### src/rtl/fp_accum_pkg.sv
// Shared field widths, exponent limit and controller state encoding for the sum-of-squares accumulator.
// Latency: none (declarations only).
// Backpressure: not applicable.
package fp_accum_pkg;

    localparam int EXP_W    = 9;
    localparam int IN_SIG_W = 30;
    localparam int IN_W     = EXP_W + IN_SIG_W;

    localparam logic [EXP_W-1:0] EXP_MAX = 9'd511;

    typedef enum logic [2:0] {
        IDLE    = 3'd0,
        WAIT_IN = 3'd1,
        ADD     = 3'd2,
        NORM    = 3'd3,
        DONE    = 3'd4
    } state_t;

endpackage

### src/rtl/fp_align_shift.sv
// Aligns the running accumulator and a new squared element to a common exponent.
// Latency: combinational.
// Backpressure: none; the caller registers the outputs when it accepts an element.
module fp_align_shift
    import fp_accum_pkg::*;
#(
    parameter int ACC_W = 32
) (
    input  logic [EXP_W-1:0]    acc_exp_i,
    input  logic [ACC_W-1:0]    acc_sig_i,
    input  logic [EXP_W-1:0]    in_exp_i,
    input  logic [IN_SIG_W-1:0] in_sig_i,
    output logic [ACC_W-1:0]    op_a_o,
    output logic [ACC_W-1:0]    op_b_o,
    output logic [EXP_W-1:0]    res_exp_o
);

    // Truncating right shift; anything at or beyond the full width leaves nothing.
    function automatic logic [ACC_W-1:0] shr(input logic [ACC_W-1:0] x,
                                             input logic [EXP_W-1:0] d);
        if (32'(d) >= ACC_W) begin
            return '0;
        end
        return x >> d;
    endfunction

    logic [ACC_W-1:0] in_ext;
    assign in_ext = ACC_W'(in_sig_i);

    // An empty accumulator adopts the element's exponent; otherwise the smaller operand is shifted down.
    always_comb begin
        op_a_o    = acc_sig_i;
        op_b_o    = in_ext;
        res_exp_o = acc_exp_i;
        if (acc_sig_i == '0) begin
            op_a_o    = '0;
            op_b_o    = in_ext;
            res_exp_o = in_exp_i;
        end else if (acc_exp_i >= in_exp_i) begin
            op_a_o    = acc_sig_i;
            op_b_o    = shr(in_ext, acc_exp_i - in_exp_i);
            res_exp_o = acc_exp_i;
        end else begin
            op_a_o    = shr(acc_sig_i, in_exp_i - acc_exp_i);
            op_b_o    = in_ext;
            res_exp_o = in_exp_i;
        end
    end

endmodule

### src/rtl/fp_sq_accum.sv
// Accumulates a vector of squared floating-point elements into one exponent/significand sum.
// Latency: 2 cycles per element plus 1 normalise cycle; len=1 gives out_valid 4 cycles after start.
// Backpressure: in_ready only in WAIT_IN; result held in DONE until out_ready. FP_ACCUM_NORM_EN enables normalisation.
module fp_sq_accum
    import fp_accum_pkg::*;
#(
    parameter int ACC_W = 32,
    parameter int LEN_W = 8
) (
    input  logic                   clk,
    input  logic                   rst_n,
    input  logic                   start,
    input  logic [LEN_W-1:0]       len,
    input  logic                   in_valid,
    output logic                   in_ready,
    input  logic [IN_W-1:0]        in_prod,
    output logic                   out_valid,
    input  logic                   out_ready,
    output logic [EXP_W+ACC_W-1:0] out_sum,
    output logic                   out_ovf,
    output logic                   busy
);

    state_t           state_q, state_d;
    logic [LEN_W-1:0] count_q, count_d;
    logic [EXP_W-1:0] acc_exp_q, acc_exp_d;
    logic [ACC_W-1:0] acc_sig_q, acc_sig_d;
    logic             ovf_q, ovf_d;
    logic [ACC_W-1:0] opa_q, opa_d;
    logic [ACC_W-1:0] opb_q, opb_d;
    logic [EXP_W-1:0] exp_q, exp_d;

    logic [ACC_W-1:0] al_a, al_b;
    logic [EXP_W-1:0] al_exp;
    logic [ACC_W:0]   sum_w;
    logic [ACC_W-1:0] norm_sig;
    logic [EXP_W-1:0] norm_exp;

    fp_align_shift #(.ACC_W(ACC_W)) u_align (
        .acc_exp_i (acc_exp_q),
        .acc_sig_i (acc_sig_q),
        .in_exp_i  (in_prod[IN_W-1:IN_SIG_W]),
        .in_sig_i  (in_prod[IN_SIG_W-1:0]),
        .op_a_o    (al_a),
        .op_b_o    (al_b),
        .res_exp_o (al_exp)
    );

    assign sum_w = {1'b0, opa_q} + {1'b0, opb_q};

`ifdef FP_ACCUM_NORM_EN
    // Shift the leading one to the MSB; the exponent floors at 0 while the shift still completes.
    always_comb begin
        int lz;
        lz = ACC_W;
        for (int i = 0; i < ACC_W; i++) begin
            if (acc_sig_q[i]) begin
                lz = ACC_W - 1 - i;
            end
        end
        norm_sig = '0;
        norm_exp = '0;
        if (acc_sig_q != '0) begin
            norm_sig = acc_sig_q << lz;
            norm_exp = (lz >= int'(acc_exp_q)) ? '0 : acc_exp_q - EXP_W'(lz);
        end
    end
`else
    assign norm_sig = acc_sig_q;
    assign norm_exp = acc_exp_q;
`endif

    // Controller next state plus accumulator, counter and operand-pair updates.
    always_comb begin
        state_d   = state_q;
        count_d   = count_q;
        acc_exp_d = acc_exp_q;
        acc_sig_d = acc_sig_q;
        ovf_d     = ovf_q;
        opa_d     = opa_q;
        opb_d     = opb_q;
        exp_d     = exp_q;
        case (state_q)
            IDLE: begin
                if (start) begin
                    acc_exp_d = '0;
                    acc_sig_d = '0;
                    ovf_d     = 1'b0;
                    count_d   = len;
                    state_d   = (len == '0) ? DONE : WAIT_IN;
                end
            end
            WAIT_IN: begin
                if (in_valid) begin
                    opa_d   = al_a;
                    opb_d   = al_b;
                    exp_d   = al_exp;
                    state_d = ADD;
                end
            end
            ADD: begin
                if (sum_w[ACC_W]) begin
                    if (exp_q == EXP_MAX) begin
                        acc_exp_d = EXP_MAX;
                        acc_sig_d = '1;
                        ovf_d     = 1'b1;
                    end else begin
                        acc_exp_d = exp_q + EXP_W'(1);
                        acc_sig_d = sum_w[ACC_W:1];
                    end
                end else begin
                    acc_exp_d = exp_q;
                    acc_sig_d = sum_w[ACC_W-1:0];
                end
                count_d = count_q - LEN_W'(1);
                state_d = (count_q == LEN_W'(1)) ? NORM : WAIT_IN;
            end
            NORM: begin
                acc_exp_d = norm_exp;
                acc_sig_d = norm_sig;
                state_d   = DONE;
            end
            DONE: begin
                if (out_ready) begin
                    state_d = IDLE;
                end
            end
            default: state_d = IDLE;
        endcase
    end

    // State and datapath registers; reset drops any partially accumulated vector.
    always_ff @(posedge clk or negedge rst_n) begin
        if (!rst_n) begin
            state_q   <= IDLE;
            count_q   <= '0;
            acc_exp_q <= '0;
            acc_sig_q <= '0;
            ovf_q     <= 1'b0;
            opa_q     <= '0;
            opb_q     <= '0;
            exp_q     <= '0;
        end else begin
            state_q   <= state_d;
            count_q   <= count_d;
            acc_exp_q <= acc_exp_d;
            acc_sig_q <= acc_sig_d;
            ovf_q     <= ovf_d;
            opa_q     <= opa_d;
            opb_q     <= opb_d;
            exp_q     <= exp_d;
        end
    end

    assign in_ready  = (state_q == WAIT_IN);
    assign out_valid = (state_q == DONE);
    assign busy      = (state_q != IDLE);
    assign out_sum   = {acc_exp_q, acc_sig_q};
    assign out_ovf   = ovf_q;

endmodule
### config.mk
export PLATFORM = sky130hd
export DESIGN_NAME = fp_sq_accum
export DESIGN_NICKNAME = d
export VERILOG_FILES = /design/src/rtl/fp_accum_pkg.sv /design/src/rtl/fp_align_shift.sv /design/src/rtl/fp_sq_accum.sv
export SDC_FILE = /design/constraint.sdc
export NUM_CORES = 1
export LEC_CHECK = 0
export BUFFER_PORTS_ARGS = -buffer_cell sky130_fd_sc_hd__buf_2
export CAP_MARGIN = 20
export CORE_UTILIZATION = 35
export CTS_CLUSTER_DIAMETER = 80
export DETAILED_ROUTE_END_ITERATION = 8
export SKIP_CTS_REPAIR_TIMING = 1
export SYNTH_ARGS = -nofsm -noshare
export SYNTH_HDL_FRONTEND = slang
export SYNTH_HIERARCHICAL = 1
export SYNTH_SLANG_ARGS = --single-unit
### constraint.sdc
create_clock -name clk -period 5 [get_ports clk]
set_input_delay 0.5 -clock clk [delete_from_list [all_inputs] [get_ports clk]]
set_output_delay 0.5 -clock clk [all_outputs]
set_load 0.02 [all_outputs]
==> impl_metrics.ini <==
[outcome]
status = complete, no violations

[floorplan]
ios = 97
core_area_um2 = 34500
fp.dieH_um = 189
start_util = 0.355
die-area_um2 = 35700
num_rows = 68
fp.dieW_um = 189

[logic_synthesis]
synthArstFlopShare = 1.00
synth-seq-cells = 126
ys_types = 85
ys_seq_area_frac = 0.258
synth_cells = 1431
avgSynthCellArea_um2 = 8.55
yosys_warnings = 6
synth-edff-count = 0
synth_area_um2 = 12200
ys.flop_type = dfrtp_1

[placement]
placed_area_um2 = 13100
post-place-cells = 1903
dp.final_hpwl_mm = 33.1
gp_congestion = 0.980
portBuffers = 96
dpl_worst_slack_ps = 784

[routing]
first_pass_iters = 5
drc_errors = 0
ant_nets = 0
drt-initial-drc-count = 1581
wirelength_mm = 44.1
post_drt_via_cell_ratio = 6.19
dr_total_vias = 12000
wl_per_cell_um = 22.8

[flow_run]
cap_violations = 0

[sta]
worst_pin_slew_ps = 1140
hold_ws_ps = 148
fmax_ghz = 0.240
slew_headroom = 0.238
hold_violations = 0
clock_skew_ps = 10.8
min_period_ps = 4160
post-route-period-util = 0.833
rsz0062_at_grt = false
setup_viol = 0
layout_setup_ws_ps = 835
drv_slew = 0
setup_tns_ps = 0

[layout]
utilization = 0.397
final_nets = 1574
final_area_um2 = 13700
area_growth_pct = 11.9
final_cells = 1934
layout-drive-gt1-share = 0.214
multi_input_area_um2 = 8540
fillers = 3528
antenna_cells = 0
ff_latch_area_um2 = 3150

[worst_setup_path]
cp_cell_sequence = inv_1 -> ha_1 -> nand2_1 -> o21a_1 -> o221ai_1 -> xor2_1 -> or4_1 -> nor3_4 -> a32o_1 -> mux2_2
cp_max_fo = 17
required_ps = 5360
endpoint_kind = register
path_class = register to register
critPathArrivalTime_ps = 4530
worst_setup_path_start_kind = register
cpMaxStageDelayCell = or4_1
r2r_slack_ps = 840
cp_slowest_stage_delay_ps = 870

[grt]
grt_pass1_vias = 11000
use_met2 = 0.375
overflow = 0
grt_usage = 0.244
use_met1 = 0.350
grt_busiest_layer = met2
grt_max_degree = 97
met3_usage = 0.0411
grt_pass1_wl_mm = 67.0
grt_antenna_before_repair = 0

[pwr]
worst_ir_drop_vdd_uv = 426
power_mw = 10.7
leakage_nw = 6.13
pwr_density_cell_nw_per_um2 = 784

[clocking]
cts.reportedPaths.clkPinSlew_ps = 60
cts_root_buf = clkbuf_16
htreeDepth = 4
clk_latency_ps = 420
clkSinkCount = 126
cts_tree = yes
cts-buffers-inserted = 17
cts_buffer_depth = 2

[hold_path]
hold_class = primary input to asynchronous set/reset pin
routing by layer:
layer  wire length [um]  share of wire
met1              19600           0.44
met2              19600           0.44
met3               4070          0.092
met4                901          0.020
met5                  0              0
cell usage in the layout, fill, tap and decap left out, types with 16 or more instances in the layout:
cell type / netlist / layout
a21o_1: 25 / 25
ha_1: 52 / 51
nand4_1: 21 / 21
nor2_1: 93 / 92
nand2_1: 190 / 190
dfrtp_1: 126 / 126
mux4_2: 24 / 24
xnor2_1: 26 / 23
clkbuf_16: 0 / 17
mux2i_1: 69 / 69
inv_1: 36 / 36
buf_2: 22 / 95
a22o_1: 21 / 21
buf_4: 3 / 29
nand2b_1: 16 / 16
nor3_1: 23 / 23
nand3_1: 43 / 43
o21ai_0: 75 / 75
a21oi_1: 72 / 72
o21ai_1: 18 / 17
nor4_1: 22 / 22
o211ai_1: 21 / 21
mux2_2: 102 / 102
cell usage after synthesis (22+ instances only):
cell | n | area, um2
clkbuf_1 | 70 | 263
dfrtp_1 | 126 | 3150
a21o_1 | 25 | 188
mux4_2 | 24 | 541
mux2i_1 | 69 | 691
inv_1 | 36 | 135
nor3_1 | 23 | 115
nor4_1 | 22 | 138
o21ai_0 | 75 | 375
nand2_1 | 190 | 713
nand3_1 | 43 | 215
ha_1 | 52 | 651
nor2_1 | 93 | 349
a21oi_1 | 72 | 360
mux2_2 | 102 | 1150
buf_2 | 22 | 110
xnor2_1 | 26 | 228
power by group:
| part | internal (mW) | switching [mW] | total [mW] |
|---|---|---|---|
| combinational | 2.85 | 4.52 | 7.37 |
| clock | 0.768 | 0.476 | 1.24 |
| sequential | 1.41 | 0.708 | 2.12 |
| total | 5.02 | 5.71 | 10.7 |
path summary, 6_finish.rpt:
check / start / depth (start not counted) / endpoint
worst max-delay path: acc_exp_q[2] / 10 / opb_q[27]
worst min-delay path: rst_n / 1 / opb_q[14]
worst max register to register: acc_exp_q[2] / 10 / opb_q[27]
worst min register to register: out_ovf / 1 / out_ovf
max in group asynchronous: rst_n / 2 / opa_q[1]
min in group clk: len[1] / 3 / count_q[1]
logic make-up after synthesis:
group,synth area share
AND/OR/NAND/NOR,0.183
AO/OA/AOI/OAI,0.227
adder cells (fa/ha/maj),0.0581
buffers and inverters,0.0513
XOR/XNOR,0.0279
other,0.000307
flip-flops,0.258
multiplexers,0.195
area by class of cell:
class | count | share of cell area
Multi-Input combinational cell | 1161 | 0.624
Sequential cell | 126 | 0.230
Timing Repair Buffer | 125 | 0.0515
Tap cell | 455 | 0.0416
Clock buffer | 21 | 0.0344
Inverter | 36 | 0.00988
Clock inverter | 10 | 0.00832
registers in the layout (all words and copies together), names as in the netlist:
register and count:
opa_q 32, opb_q 32, exp_q 9, count_q 8, acc_exp_q 9, state_q 3
acc_sig_q 32, out_ovf 1
critical path: cells and delay by family (launching register included):
kind                     cells  cell delay, ps
AND/OR/NAND/NOR              3            1670
AO/OA/AOI/OAI                3             980
adder cells (fa/ha/maj)      1             660
flip-flops                   1             460
multiplexers                 1             140
XOR/XNOR                     1             110
buffers and inverters        1              70
Note: power is estimated with default switching activity, not from simulation.
